==> src/rtl/image_ram_reader_if.sv <==
// Frame RAM read port and packed-pixel byte stream of the image RAM reader.
// The master side is the reader; the slave side is the RAM plus the byte sink.
interface image_ram_reader_if;
  logic [31:0] address;
  logic [31:0] rdata;
  logic [7:0]  out_data;
  logic        out_valid;
  logic        out_ready;
  logic        out_eol;
  logic        out_last;

  modport master (
    output address,
    input  rdata,
    output out_data,
    output out_valid,
    output out_eol,
    output out_last,
    input  out_ready
  );

  modport slave (
    input  address,
    output rdata,
    input  out_data,
    input  out_valid,
    input  out_eol,
    input  out_last,
    output out_ready
  );
endinterface

==> src/rtl/image_ram_reader.sv <==
// Streams a 1-bit-per-pixel frame RAM out as packed bytes (first pixel in bit 7),
// with row and frame markers, backpressure, abort and a one-cycle done pulse.
//
// state | meaning
// IDLE  | waiting for start; address parked at 0
// READ  | one pixel captured per cycle into the pack register
// EMIT  | packed byte offered downstream, held until out_ready
// DONE  | one-cycle done pulse after the final byte
module image_ram_reader #(
  parameter int DEPTH   = 57600,
  parameter int ROW_PIX = 240
) (
  input  logic                clk,
  input  logic                rst_n,
  input  logic                start,
  input  logic                abort,
  output logic                busy,
  output logic                done,
  image_ram_reader_if.master  bus
);

  localparam int BYTES     = DEPTH / 8;
  localparam int ROW_BYTES = ROW_PIX / 8;
  localparam int BW        = $clog2(BYTES + 1);
  localparam int CW        = $clog2(ROW_BYTES + 1);

  typedef enum logic [1:0] {IDLE, READ, EMIT, DONE} state_t;

  state_t          state_q, state_d;
  logic [31:0]     address_q, address_d;
  logic [2:0]      bit_cnt_q, bit_cnt_d;
  logic [BW-1:0]   byte_cnt_q, byte_cnt_d;
  logic [CW-1:0]   col_cnt_q, col_cnt_d;
  logic [7:0]      pack_q, pack_d;
  logic [7:0]      out_data_q, out_data_d;
  logic            out_valid_q, out_valid_d;
  logic            out_eol_q, out_eol_d;
  logic            out_last_q, out_last_d;
  logic [7:0]      pack_next;
  logic            rdata_unused;

  // Only bit 0 of the RAM word carries the pixel.
  assign rdata_unused = ^bus.rdata[31:1];
  assign pack_next    = {pack_q[6:0], bus.rdata[0]};

  always_comb begin
    state_d     = state_q;
    address_d   = address_q;
    bit_cnt_d   = bit_cnt_q;
    byte_cnt_d  = byte_cnt_q;
    col_cnt_d   = col_cnt_q;
    pack_d      = pack_q;
    out_data_d  = out_data_q;
    out_valid_d = out_valid_q;
    out_eol_d   = out_eol_q;
    out_last_d  = out_last_q;

    case (state_q)
      IDLE: begin
        address_d   = '0;
        out_valid_d = 1'b0;
        out_eol_d   = 1'b0;
        out_last_d  = 1'b0;
        if (start && !abort) begin
          state_d    = READ;
          bit_cnt_d  = '0;
          byte_cnt_d = '0;
          col_cnt_d  = '0;
          pack_d     = '0;
        end
      end
      READ: begin
        pack_d    = pack_next;
        bit_cnt_d = bit_cnt_q + 3'd1;
        // The final pixel sits at DEPTH-1; park there instead of running past the frame.
        if (address_q != 32'(DEPTH - 1)) begin
          address_d = address_q + 32'd1;
        end
        if (bit_cnt_q == 3'd7) begin
          state_d     = EMIT;
          out_data_d  = pack_next;
          out_valid_d = 1'b1;
          out_eol_d   = (col_cnt_q == CW'(ROW_BYTES - 1));
          out_last_d  = (byte_cnt_q == BW'(BYTES - 1));
        end
      end
      EMIT: begin
        if (bus.out_ready) begin
          out_valid_d = 1'b0;
          out_eol_d   = 1'b0;
          out_last_d  = 1'b0;
          byte_cnt_d  = byte_cnt_q + 1'b1;
          col_cnt_d   = (col_cnt_q == CW'(ROW_BYTES - 1)) ? '0 : col_cnt_q + 1'b1;
          state_d     = out_last_q ? DONE : READ;
        end
      end
      DONE: begin
        state_d   = IDLE;
        address_d = '0;
      end
      default: state_d = IDLE;
    endcase

    // Abort drops everything in flight, including a half-packed byte.
    if (abort && (state_q != IDLE)) begin
      state_d     = IDLE;
      address_d   = '0;
      bit_cnt_d   = '0;
      pack_d      = '0;
      out_valid_d = 1'b0;
      out_eol_d   = 1'b0;
      out_last_d  = 1'b0;
    end
  end

  always_ff @(posedge clk) begin
    if (!rst_n) begin
      state_q     <= IDLE;
      address_q   <= '0;
      bit_cnt_q   <= '0;
      byte_cnt_q  <= '0;
      col_cnt_q   <= '0;
      pack_q      <= '0;
      out_data_q  <= '0;
      out_valid_q <= 1'b0;
      out_eol_q   <= 1'b0;
      out_last_q  <= 1'b0;
    end else begin
      state_q     <= state_d;
      address_q   <= address_d;
      bit_cnt_q   <= bit_cnt_d;
      byte_cnt_q  <= byte_cnt_d;
      col_cnt_q   <= col_cnt_d;
      pack_q      <= pack_d;
      out_data_q  <= out_data_d;
      out_valid_q <= out_valid_d;
      out_eol_q   <= out_eol_d;
      out_last_q  <= out_last_d;
    end
  end

  assign busy          = (state_q != IDLE);
  assign done          = (state_q == DONE);
  assign bus.address   = address_q;
  assign bus.out_data  = out_data_q;
  assign bus.out_valid = out_valid_q;
  assign bus.out_eol   = out_eol_q;
  assign bus.out_last  = out_last_q;

endmodule
==> src/flat_wrapper.sv <==
// flat-port wrapper written by rule: the top's interface ports become plain ports
module image_ram_reader_flat 
#(
  parameter int DEPTH   = 57600,
  parameter int ROW_PIX = 240
)
  (clk, rst_n, start, abort, busy, done, bus_address, bus_rdata, bus_out_data, bus_out_valid, bus_out_eol, bus_out_last, bus_out_ready);
  image_ram_reader_if bus_i ();
  input  logic clk;
  input  logic rst_n;
  input  logic start;
  input  logic abort;
  output logic busy;
  output logic done;
  output wire logic [$bits(bus_i.address)-1:0] bus_address;
  input wire logic [$bits(bus_i.rdata)-1:0] bus_rdata;
  output wire logic [$bits(bus_i.out_data)-1:0] bus_out_data;
  output wire logic [$bits(bus_i.out_valid)-1:0] bus_out_valid;
  output wire logic [$bits(bus_i.out_eol)-1:0] bus_out_eol;
  output wire logic [$bits(bus_i.out_last)-1:0] bus_out_last;
  input wire logic [$bits(bus_i.out_ready)-1:0] bus_out_ready;
  assign bus_address = bus_i.address;
  assign bus_i.rdata = bus_rdata;
  assign bus_out_data = bus_i.out_data;
  assign bus_out_valid = bus_i.out_valid;
  assign bus_out_eol = bus_i.out_eol;
  assign bus_out_last = bus_i.out_last;
  assign bus_i.out_ready = bus_out_ready;
  image_ram_reader #(.DEPTH(DEPTH), .ROW_PIX(ROW_PIX)) u_core (.clk(clk), .rst_n(rst_n), .start(start), .abort(abort), .busy(busy), .done(done), .bus(bus_i));
endmodule
==> config.mk <==
export PLATFORM = sky130hd
export DESIGN_NAME = image_ram_reader_flat
export DESIGN_NICKNAME = d
export VERILOG_FILES = /design/src/rtl/image_ram_reader_if.sv /design/src/rtl/image_ram_reader.sv /design/src/flat_wrapper.sv
export SDC_FILE = /design/constraint.sdc
export NUM_CORES = 1
export LEC_CHECK = 0
export CAP_MARGIN = 20
export CELL_PAD_IN_SITES_DETAIL_PLACEMENT = 0
export CELL_PAD_IN_SITES_GLOBAL_PLACEMENT = 2
export CORE_MARGIN = 2
export CORE_UTILIZATION = 29
export CTS_CLUSTER_DIAMETER = 100
export CTS_CLUSTER_SIZE = 40
export DETAILED_ROUTE_END_ITERATION = 8
export GPL_ROUTABILITY_DRIVEN = 0
export PLACE_DENSITY_LB_ADDON = 0.1
export SYNTH_ARGS = -nofsm -noshare
export SYNTH_HDL_FRONTEND = slang
export SYNTH_SLANG_ARGS = --single-unit
==> constraint.sdc <==
create_clock -name clk -period 2.3 [get_ports clk]
set_input_delay 0.23 -clock clk [delete_from_list [all_inputs] [get_ports clk]]
set_output_delay 0.23 -clock clk [all_outputs]
set_load 0.01 [all_outputs]
==> results.py <==
metrics = {
    "outcome": {
        "status": "finished, final reports clean",
    },
    "route": {
        "finalWirelength_mm": 9.48,
        "drt_pass1_iterations": 4,
        "postRouteAntennaNets": 0,
        "drc": 0,
        "first_iter_violations": 129,
        "via_count": 3261,
        "wire_per_inst_um": 14.6,
        "vias_per_cell": 5.02,
    },
    "floorplanning": {
        "die_x_um": 114,
        "num_io_pins": 82,
        "dieArea_mm2": 0.0130,
        "initial_core_util_pct": 29.4,
        "coreArea_mm2": 0.0119,
        "die_h_um": 114,
        "rows": 40,
    },
    "synthesis": {
        "synth_xor_area_share_pct": 8.00,
        "synth_area_leaders": "dfxtp_1, nor2_1, xnor2_1, nand2_1, ha_1",
        "ys_ff_latch": 73,
        "yosysTopAreaCell": "dfxtp_1",
        "synth_simple_gate_area_share_pct": 29.6,
        "synth_edf_count": 0,
        "synth_top_family_by_area": "simple AND/OR/NAND/NOR gates",
        "netlist_area_mm2": 0.00350,
        "async_flop_share_pct": 0,
        "syn_inst": 421,
        "syn_nets": 468,
        "synth.avg_cell_area_um2": 8.32,
        "synth-compound-area-share_pct": 13.3,
        "synth_fa_ha_area_share_pct": 3.57,
        "yosysSeqAreaShare_pct": 41.7,
        "synth_ff_type": "dfxtp_1",
        "ys_types": 45,
        "ys_warn_count": 0,
        "synth.area.mux_share_pct": 0.571,
        "synth_top_area_share_pct": 41.7,
    },
    "pwr": {
        "power_frac_comb_pct": 20.8,
        "seq_power_share_pct": 38.0,
        "power_leakage_uw": 0.00153,
        "netSwitchingFraction_pct": 29.3,
        "power_switching_uw": 1010,
        "pwr-share-clk_pct": 41.2,
        "powerDensity_mw_per_mm2": 740,
        "ir_worst_vdd_uv": 279,
        "power.internal_uw": 2430,
    },
    "clocking": {
        "clockBufferDepth": 2,
        "hold_buffers": 0,
        "clk_pin_slew_ns": 0.06,
        "cts_tree": "done",
        "h-tree-depth": 3,
        "cts_setup_buffers": 0,
        "clk_latency_ns": 0.34,
        "numCtsBuffers": 9,
        "cts_num_sinks": 73,
        "root_buffer": "clkbuf_16",
    },
    "timing": {
        "final.setup.tns_ns": 0,
        "timing.slew.headroom_pct": 49.3,
        "fmax_ghz": 0.464,
        "rsz0062_at_grt": "false",
        "period_minus_slack_ns": 2.15,
        "hold_violations": 0,
        "tightest_slew_ns": 0.759,
        "setup_violations": 0,
        "drv_slew": 0,
        "clock_skew_ns": 0.00554,
        "min_period_over_period_pct": 93.6,
    },
    "placed_design": {
        "io_buffers": 50,
        "hpwl_mm": 6.93,
        "placed_cell_area_mm2": 0.00435,
    },
    "setup_path": {
        "cp-startpoint": "u_core.state_q[1]$_SDFFE_PP0P_",
        "path_cells": "inv_1 > ha_1 > clkinv_1 > buf_4 > clkdlybuf4s50_1",
        "cp.required_ns": 2.07,
        "path_class": "register to primary output",
        "endpoint_kind": "primary output",
        "cpPeakStageDelay_ns": 0.48,
        "startpoint_type": "register",
        "rr_startpoint": "u_core.state_q[1]$_SDFFE_PP0P_",
        "crit_arrival_ns": 1.92,
        "crit_path_top_delay_cell": "clkdlybuf4s50_1",
        "path_max_fanout": 8,
    },
    "final_layout": {
        "final_net_count": 545,
        "antenna_cells": 0,
        "regArea_mm2": 0.00146,
        "final_cell_area_mm2": 0.00464,
        "layout-drive-gt1-share_pct": 10.4,
        "syn2layout_area_growth_pct": 32.5,
        "multi_input_area_mm2": 0.00193,
        "nFillCells": 1269,
    },
    "global_route": {
        "grt_pass1_wl_mm": 15.8,
        "overflow": 0,
        "grt_usage_pct": 15.5,
        "grt_pass1_vias": 3184,
        "antenna_found_initial": 0,
        "grt_start_max_net_pins": 17,
    },
    "min_path": {
        "min_path_type": "register to register",
        "min_from": "u_core.bus.out_data[5]$_SDFFE_PN0P_",
    },
    "flow_run": {
        "max_cap_viol_count": 0,
    },
}
-- cells in the mapped netlist, types with 10 or more instances --
| cell | count |
|---|---|
| a21oi_1 | 20 |
| a22oi_1 | 10 |
| nor3_1 | 13 |
| nand4_1 | 19 |
| inv_1 | 11 |
| nor2_1 | 53 |
| xnor2_1 | 20 |
| or3_1 | 10 |
| nand2_1 | 41 |
| xor2_1 | 12 |
| nand3_1 | 23 |
| o21ai_0 | 13 |
| ha_1 | 10 |
| dfxtp_1 | 73 |
-- metrics by stage --
| stage | utilization, % | power (µW) | cells | setup slack (ns) | hold WS, ns |
|---|---|---|---|---|---|
| finish | 39.0 | 3440 | 649 | 0.147 | 0.460 |
| global route | 39.0 | 3610 | 649 | 0.0143 | 0.480 |
| CTS | 39.0 | 3500 | 649 | 0.112 | 0.466 |
| detailed placement | 36.5 | 2060 | 634 | 0.150 | 0.458 |
| global placement | 36.5 | 2050 | 634 | 0.167 | 0.452 |
| floorplan | - | 1760 | 421 | 0.331 | 0.381 |
-- registers in the layout (all words and copies together), names as in the netlist --
| signal | count |
|---|---|
| u_core.bit_cnt_q | 3 |
| u_core.state_q | 2 |
| u_core.bus.out_eol | 1 |
| u_core.col_cnt_q | 5 |
| u_core.bus.out_valid | 1 |
| u_core.bus.address | 32 |
| u_core.pack_q | 7 |
| u_core.byte_cnt_q | 13 |
| u_core.bus.out_last | 1 |
| u_core.bus.out_data | 8 |
-- cells by family after synthesis --
kind of cell	after synthesis
adders and majority gates	10
and+or+nand+nor	205
muxes	2
buffers and inverters	26
DFF	73
xor gates and xnor gates	32
AOI/OAI and AO/OA	73
-- power by group through the flow --
stage / Clock [µW] / Sequential (µW) / Combinational (µW)
2_1_floorplan: 0 / 1330 / 427
3_3_place_gp: 0 / 1330 / 721
3_5_place_dp: 0 / 1330 / 726
4_1_cts: 1460 / 1300 / 728
5_1_grt: 1500 / 1310 / 800
6_report: 1420 / 1310 / 714
-- layout by cell type, fill, tap and decap left out, drive strengths merged, types with 14 or more instances in the layout --
| cell type | count |
|---|---|
| dfxtp | 73 |
| nor2 | 53 |
| clkdlybuf4s50 | 50 |
| nand2 | 41 |
| buf | 30 |
| nand3 | 23 |
| a21oi | 20 |
| xnor2 | 20 |
| nand4 | 20 |
| o21ai | 15 |
| nor3 | 14 |
-- critical path, delay by kind of cell, from the launching register on --
family / cells / cell delay (ns)
flip-flops: 1 / 0.33
buffers and inverters: 4 / 0.90
adder cells (fa/ha/maj): 1 / 0.35
-- metal layers --
metal  track usage [%]  up-vias  part of all wire [%]
met4              7.40        0                   2.0
met5                 0        -                     0
met3              2.87       11                   3.6
met1              19.5     1539                    47
met2              25.6       60                    47
li1                  -     1651                     -
-- final timing paths --
kind / slack (ns) / endpoint / depth (start not counted)
worst max register to register: 0.21 / u_core.bus.address[31]$_SDFFE_PP0P_ / 8
worst min register to register: 0.46 / u_core.bus.out_data[5]$_SDFFE_PN0P_ / 2
worst min-delay path: 0.46 / u_core.bus.out_data[5]$_SDFFE_PN0P_ / 2
worst max-delay path: 0.15 / busy / 5
-- final cells by class --
class,count,area share [%]
Multi-Input combinational cell,322,41.6
Clock inverter,3,0.862
Clock buffer,12,5.52
Inverter,12,0.970
Timing Repair Buffer,80,15.6
Tap cell,147,3.96
Sequential cell,73,31.5
-- timing repair --
| action | in CTS | in global routing |
|---|---|---|
| setup endpoints to repair | 0 | 2 |
| gates resized for setup | 0 | 1 |
| hold endpoints to repair | 0 | 0 |
No activity file was read; power rests on OpenSTA's default activity.
